## src/rtl/npc_pkg.sv

```systemverilog
// Shared fetch-stage definitions: FSM state encoding, datapath width, reset PC.
// Latency: n/a (type and constant definitions only).
// Backpressure: n/a.
package npc_pkg;

    localparam int XLEN = 32;

    localparam logic [31:0] RESET_PC = 32'h8000_0000;

    typedef enum logic [1:0] {
        S_REQ  = 2'd0,
        S_WAIT = 2'd1,
        S_OUT  = 2'd2
    } fetch_state_t;

endpackage

```

## src/rtl/ifu_fetch.sv

```systemverilog
// Instruction fetch: owns the PC, reads imem one word at a time, presents {pc, inst} to the core.
// Latency: request, at least one wait cycle, then present; best case one instruction per 3 cycles.
// Backpressure: out_valid holds pc/inst until out_ready; no new imem request is made while presenting.
module ifu_fetch #(
    parameter int                XLEN     = npc_pkg::XLEN,
    parameter logic [XLEN-1:0]   RESET_PC = npc_pkg::RESET_PC
) (
    input  logic            clk,
    input  logic            rst,

    output logic            imem_req_valid,
    input  logic            imem_req_ready,
    output logic [XLEN-1:0] imem_req_addr,
    input  logic            imem_resp_valid,
    input  logic [XLEN-1:0] imem_resp_data,

    output logic            out_valid,
    input  logic            out_ready,
    output logic [XLEN-1:0] out_pc,
    output logic [XLEN-1:0] out_inst,

    input  logic            redirect_valid,
    input  logic [XLEN-1:0] redirect_pc
);

    import npc_pkg::*;

    fetch_state_t    state;
    logic [XLEN-1:0] pc;
    logic [XLEN-1:0] inst_q;
    // Set when a redirect lands while a request is in flight; its response is discarded.
    logic            kill;
    logic            req_vld_q;
    logic            out_vld_q;

    // Redirect targets are forced to word alignment.
    logic [XLEN-1:0] redirect_pc_aligned;
    assign redirect_pc_aligned = redirect_pc & ~(XLEN'(3));

    // Both the request address and the presented PC come straight from the PC register.
    assign imem_req_valid = req_vld_q;
    assign imem_req_addr  = pc;
    assign out_valid      = out_vld_q;
    assign out_pc         = pc;
    assign out_inst       = inst_q;

    // Fetch FSM: redirect outranks every other event; valid outputs are registered with the state.
    always_ff @(posedge clk) begin
        if (rst) begin
            state     <= S_REQ;
            pc        <= RESET_PC;
            inst_q    <= '0;
            kill      <= 1'b0;
            req_vld_q <= 1'b1;
            out_vld_q <= 1'b0;
        end else if (redirect_valid) begin
            pc <= redirect_pc_aligned;
            case (state)
                S_REQ: begin
                    // An accepted request is already in flight; mark it for discard.
                    if (imem_req_ready) begin
                        state     <= S_WAIT;
                        kill      <= 1'b1;
                        req_vld_q <= 1'b0;
                    end
                end
                S_WAIT: begin
                    if (imem_resp_valid) begin
                        state     <= S_REQ;
                        kill      <= 1'b0;
                        req_vld_q <= 1'b1;
                    end else begin
                        kill      <= 1'b1;
                    end
                end
                S_OUT: begin
                    // Presented instruction is dropped even if out_ready is high.
                    state     <= S_REQ;
                    req_vld_q <= 1'b1;
                    out_vld_q <= 1'b0;
                end
                default: begin
                    state     <= S_REQ;
                    kill      <= 1'b0;
                    req_vld_q <= 1'b1;
                    out_vld_q <= 1'b0;
                end
            endcase
        end else begin
            case (state)
                S_REQ: begin
                    if (imem_req_ready) begin
                        state     <= S_WAIT;
                        req_vld_q <= 1'b0;
                    end
                end
                S_WAIT: begin
                    if (imem_resp_valid) begin
                        if (kill) begin
                            state     <= S_REQ;
                            kill      <= 1'b0;
                            req_vld_q <= 1'b1;
                        end else begin
                            state     <= S_OUT;
                            inst_q    <= imem_resp_data;
                            out_vld_q <= 1'b1;
                        end
                    end
                end
                S_OUT: begin
                    if (out_ready) begin
                        state     <= S_REQ;
                        pc        <= pc + XLEN'(4);
                        req_vld_q <= 1'b1;
                        out_vld_q <= 1'b0;
                    end
                end
                default: begin
                    state     <= S_REQ;
                    kill      <= 1'b0;
                    req_vld_q <= 1'b1;
                    out_vld_q <= 1'b0;
                end
            endcase
        end
    end

endmodule
```

## config.mk

```make
export PLATFORM = sky130hd
export DESIGN_NAME = ifu_fetch
export DESIGN_NICKNAME = d
export VERILOG_FILES = /design/src/rtl/npc_pkg.sv /design/src/rtl/ifu_fetch.sv
export SDC_FILE = /design/constraint.sdc
export NUM_CORES = 1
export LEC_CHECK = 0
export CELL_PAD_IN_SITES_DETAIL_PLACEMENT = 1
export CELL_PAD_IN_SITES_GLOBAL_PLACEMENT = 1
export CORE_AREA = 8 8 116 118
export DETAILED_ROUTE_END_ITERATION = 8
export DIE_AREA = 0 0 124 126
export GPL_TIMING_DRIVEN = 0
export HOLD_SLACK_MARGIN = 0.12
export PLACE_DENSITY_LB_ADDON = 0.08
export SYNTH_ARGS = -nofsm -noshare
export SYNTH_HDL_FRONTEND = slang
export SYNTH_SLANG_ARGS = --single-unit
```

## constraint.sdc

```tcl
create_clock -name clk -period 4.05 [get_ports clk]
set_input_delay 1.215 -clock clk [delete_from_list [all_inputs] [get_ports clk]]
set_output_delay 1.215 -clock clk [all_outputs]
set_load 0.02 [all_outputs]
```

# Word-level counts from Yosys, hierarchy flattened
# Cells that the tools add are included.
[classes]
n_mux = 31
n_eq_ne = 12
bitwise = 2
reduce_logical = 13
n_addsub = 1
[op_table]
columns = ["op", "n"]
rows = [
  ["2-to-1 mux 32 bit", 3],
  ["adder 32 x 3 -> 32 bit (second input constant)", 1],
  ["2-to-1 mux 1 bit", 15],
  ["inequality test 3 bit (second input constant)", 5],
  ["2-to-1 mux 2 bit", 6],
  ["case mux 1 bit (3 select lines)", 3],
  ["inequality test 2 bit (second input constant)", 4],
  ["AND reduction 4 bit", 2],
  ["case mux 2 bit (3 select lines)", 1],
  ["AND reduction 2 bit", 3],
  ["OR reduction 2 bit", 3],
  ["AND reduction 5 bit", 1],
  ["case mux 1 bit (2 select lines)", 2],
  ["case mux 2 bit (2 select lines)", 1],
  ["nonzero test 2 bit", 2],
  ["AND reduction 3 bit", 1],
  ["== test 2 x 1 -> 1 bit (second input constant)", 1],
  ["== test 2 bit (second input constant)", 1],
  ["logical NOT 2 bit", 1],
  ["inequality test 2 x 1 -> 1 bit (second input constant)", 1],
  ["NOT 1 bit", 2],
]
[word_totals]
wordCells = 66
reg_bits = 69
input_bits = 70
output_inout_bits = 98

# Logic depth before layout (Yosys ltp)
[logic_depth]
depth_word = 4
ltp_mapped = 7
ltp_nobuf = 5

# Worst setup path after synthesis
# OpenSTA, ideal clock, no wires.
[synth_path]
path_type = "input port to flip-flop"
startpoint = "input out_ready"
endpoint = "register pc[26] (netlist: imem_req_addr[26])"
t_arrival_ns = 2.360
setup_slack_ns = 1.599
cell_stages = 5
path_buffers = 1
required_time_ns = 3.959
setup_time_ns = 0.091
cell_sequence = "and3b_1 > buf_6 > nand4_4 > or4_1 > a311oi_1"
[synth_between]
elab_chain_len = 2
[synth_lines]
columns = ["item", "line", "source"]
rows = [
  ["from (decl)", "ifu_fetch.sv:18", "input logic out_ready,"],
  ["nonzero test 2 bit (no source line)", "-", ""],
  ["AND reduction 2 bit (no source line)", "-", ""],
  ["to (signal assigned)", "ifu_fetch.sv:57", "pc <= redirect_pc_aligned;"],
  ["to (signal assigned)", "ifu_fetch.sv:113", "pc <= pc + XLEN'(4);"],
  ["to (decl)", "ifu_fetch.sv:29", "logic [XLEN-1:0] pc;"],
]
# Every way passes these cells.
# A chain may end at the register's enable or synchronous reset.

# Final worst setup path
[layout_path]
startpoint = "input redirect_valid"
endpoint = "register pc[18] (netlist: imem_req_addr[18])"
[layout_between]
elab_chain_len = 2
elab_cells_between_ends = 4
classes_between = "mux: 1; reduce/logical: 3"
[layout_lines]
columns = ["item", "line", "source"]
rows = [
  ["from (decl)", "ifu_fetch.sv:22", "input logic redirect_valid,"],
  ["nonzero test 2 bit (no source line)", "-", ""],
  ["AND reduction 2 bit (no source line)", "-", ""],
]
# Parallel ways exist; a longest one is shown, timed or not.

==> out/qor.yml <==
detailed_routing:
  avgViaCountPerCell: 4.99
  postRouteWirelength_um: 13300
  routedWlPerCell_um: 17.6
  drtAntennaViolNets: 0
  drt_first_iter_violations: 129
  drc_errors: 0
  num_vias: 3769
  detail_route.first_pass.iterations: 4
timing:
  setup_viol: 0
  period_share_pct: 73.3
  timing.final.hold_violations: 0
  timing.slew.headroom_pct: 47.1
  grt_setup_unrepaired: "no"
  tightestPinTransition_ns: 0.787
  min_period_ns: 2.97
  slew_viol_final: 0
  clock_skew_ns: 0.00396
  max_freq_mhz: 337
  tns_setup_ns: 0
clock_tree:
  clkSinkCount: 67
  tritoncts_clock_tree: "yes"
  cts_resized: 0
  clockBufferDepth: 2
  insertion_delay_ns: 0.33
  htree_num_levels: 3
  cts_hold_buf: 0
  number_of_setup_buffers_added_after_cts: 0
  clk_root_buffer_cell: "sky130_fd_sc_hd__clkbuf_16"
  cts-buffers-inserted: 9
  clkTransAtPathRegs_ns: 0.06
critical_path:
  timing.critical_path.max_delay_family: "buffers and inverters"
  slowest_stage_cell_cp: "sky130_fd_sc_hd__clkdlybuf4s50_1"
  timing.setup.critical_path_class: "in -> reg"
  timing.critical_path.required_ns: 4.23
  crit_path_max_incr_delay_ns: 0.55
  top_cell_by_count_worst_path: "sky130_fd_sc_hd__clkbuf_1"
  cp_cell_sequence: "clkdlybuf4s50_1 -> inv_1 -> clkbuf_1 -> clkbuf_1 -> a311oi_1"
  worst_ep_arrival_time_ns: 3.14
  crit_path_max_fanout: 10
  timing.critical_path.from_type: "input port"
  timing.critical_path.to_type: "flip-flop"
  path_buf_inv: 4
power:
  power_per_cell_area_nw_per_um2: 344
  ir_worst_vdd_v: 0.000171
  cellLeakagePower_nw: 1.99
flow_run:
  max_cap_violations: 0
yosys:
  synth_edf_count: 0
  mappedNetlistArea_sq_um: 3420
  synth_area_per_cell_sq_um: 7.97
  post_synth_inst_count: 429
  synth.ff_latch_count: 67
  ys.flop_type: "sky130_fd_sc_hd__dfxtp_1"
  yosys_warnings: 0
  async_reset_ff_share_pct: 0
  yosysSeqAreaShare_pct: 39.2
  yosysUniqueCellTypes: 51
hold_path:
  hold_class: "reg -> reg"
grt:
  grt.total_usage_pct: 16.9
  antenna_found_initial: 0
  grt_pass1_vias: 4008
  maximum_number_of_pins_on_one_net_before_global_route_repair: 12
  overflow: 0
  grt_first_pass_wirelength_um: 20900
floorplan:
  core-area_sq_um: 11700
  die-area_sq_um: 15600
  start_util_pct: 29.2
  io-pin-count: 168
  die_h_um: 126
  die_w_um: 124
  fp-row-count: 40
cells_and_area:
  post_route_cells_drive_above_1_share_pct: 10.0
  most_frequent_cells_in_the_layout: "sky130_fd_sc_hd__clkdlybuf4s50_1, sky130_fd_sc_hd__nand2_1, sky130_fd_sc_hd__dfxtp_1, sky130_fd_sc_hd__a21oi_1, sky130_fd_sc_hd__buf_4"
  most_frequent_standard_cell_in_the_layout_excluding_fill_and_tap_cells: "sky130_fd_sc_hd__clkdlybuf4s50_1"
  layout-area-overhead-vs-synth_pct: 61.2
  num_antenna_cells: 0
  final_core_util_pct: 47.1
  finalNetCount: 674
  num-fill-cells: 1397
place:
  port-buffer-count: 160
  gp_congestion: 0.767
  detailedPlacementHpwl_um: 10300
outcome:
  status: "complete, no violations"
-- routing by layer --
metal	vias to the layer above	GRT usage (%)	wire (um)
met3	18	6.61	1350
li1	1846	-	-
met2	117	28.7	6610
met5	-	0	0
met1	1788	18.3	5100
met4	0	6.58	205
-- per-stage QoR --
step	total power [W]	cells	hold slack (ns)	setup slack (ns)	area (sq um)
2_1_floorplan	0.000919	432	0.535	1.60	3430
3_3_place_gp	0.00112	739	0.441	0.746	5220
3_5_place_dp	0.00113	739	0.450	0.727	5220
4_1_cts	0.00193	755	0.457	1.08	5510
5_1_grt	0.00198	755	0.473	0.924	5510
6_report	0.00190	755	0.454	1.08	5510
-- report_power, final --
group          internal (W)  switching [W]
combinational      0.000203       0.000173
sequential         0.000692      0.0000433
clock              0.000490       0.000296
total               0.00139       0.000512
-- cells by family after synthesis --
family,count (synthesis),synth area share [%]
AND/OR/NAND/NOR,186,28.0
flip-flops,67,39.2
other,1,0.110
buffers and inverters,71,12.1
XOR/XNOR,7,1.79
AO/OA/AOI/OAI,96,18.4
adder cells (fa/ha/maj),1,0.366
-- cells in the mapped netlist, types with 2 or more instances --
cell type | instances | area, sq um
sky130_fd_sc_hd__nor4_1 | 3 | 18.8
sky130_fd_sc_hd__and3b_1 | 2 | 17.5
sky130_fd_sc_hd__o221ai_1 | 2 | 17.5
sky130_fd_sc_hd__and3_1 | 7 | 43.8
sky130_fd_sc_hd__a2bb2oi_1 | 2 | 17.5
sky130_fd_sc_hd__nor2_1 | 25 | 93.8
sky130_fd_sc_hd__nor3_1 | 5 | 25.0
sky130_fd_sc_hd__dfxtp_1 | 67 | 1340
sky130_fd_sc_hd__buf_2 | 2 | 10.0
sky130_fd_sc_hd__and2_1 | 3 | 18.8
sky130_fd_sc_hd__xor2_1 | 3 | 26.3
sky130_fd_sc_hd__or4_1 | 6 | 45.0
sky130_fd_sc_hd__a21oi_1 | 36 | 180
sky130_fd_sc_hd__nand3_1 | 15 | 75.1
sky130_fd_sc_hd__nand4_4 | 2 | 42.5
sky130_fd_sc_hd__nand4_1 | 9 | 56.3
sky130_fd_sc_hd__buf_6 | 2 | 22.5
sky130_fd_sc_hd__o31ai_1 | 5 | 37.5
sky130_fd_sc_hd__o211ai_1 | 3 | 22.5
sky130_fd_sc_hd__o21ai_0 | 15 | 75.1
sky130_fd_sc_hd__or3_1 | 11 | 68.8
sky130_fd_sc_hd__or2_2 | 2 | 12.5
sky130_fd_sc_hd__and4_1 | 5 | 43.8
sky130_fd_sc_hd__clkbuf_1 | 22 | 82.6
sky130_fd_sc_hd__a2111oi_0 | 2 | 17.5
sky130_fd_sc_hd__xnor2_1 | 4 | 35.0
sky130_fd_sc_hd__a211oi_1 | 7 | 52.6
sky130_fd_sc_hd__a311oi_1 | 16 | 140
sky130_fd_sc_hd__nand2_1 | 81 | 304
sky130_fd_sc_hd__buf_4 | 35 | 263
sky130_fd_sc_hd__inv_1 | 10 | 37.5
-- state kept, by name, indices dropped and copies added, names as in the netlist --
register	flops
out_inst	32
kill	1
imem_req_addr	30
imem_req_valid	1
state	2
out_valid	1
-- worst reg2reg max path: stages (launching register included) --
cell and delay [ns]:
sky130_fd_sc_hd__dfxtp_1 0.47, sky130_fd_sc_hd__ha_1 0.26, sky130_fd_sc_hd__and3_1 0.33, sky130_fd_sc_hd__nand4_2 0.28
sky130_fd_sc_hd__or3_1 0.42, sky130_fd_sc_hd__a311oi_1 0.28
-- cell type report --
class | instances | area (sq um) | share of cell area (%)
multi-input cells | 294 | 1670 | 30.4
clock buffers | 11 | 243 | 4.40
clock inverters | 5 | 52.6 | 0.953
flip-flops and latches | 67 | 1340 | 24.3
well taps | 147 | 184 | 3.34
inverters | 10 | 37.5 | 0.681
plain buffers | 61 | 378 | 6.86
repair buffers | 160 | 1600 | 29.1
-- path summary, 6_finish.rpt --
path                                               startpoint                        endpoint  depth (start not counted)  slack [ns]
worst max-delay path                           redirect_valid  imem_req_addr[18]$_SDFFE_PP0P_                          5        1.08
worst min-delay path                out_inst[14]$_SDFFE_PP0P_       out_inst[14]$_SDFFE_PP0P_                          2        0.45
worst max register to register  imem_req_addr[3]$_SDFFE_PP0P_  imem_req_addr[18]$_SDFFE_PP0P_                          5        1.91
worst min register to register      out_inst[14]$_SDFFE_PP0P_       out_inst[14]$_SDFFE_PP0P_                          2        0.45
(Power assumes the default switching activity.)
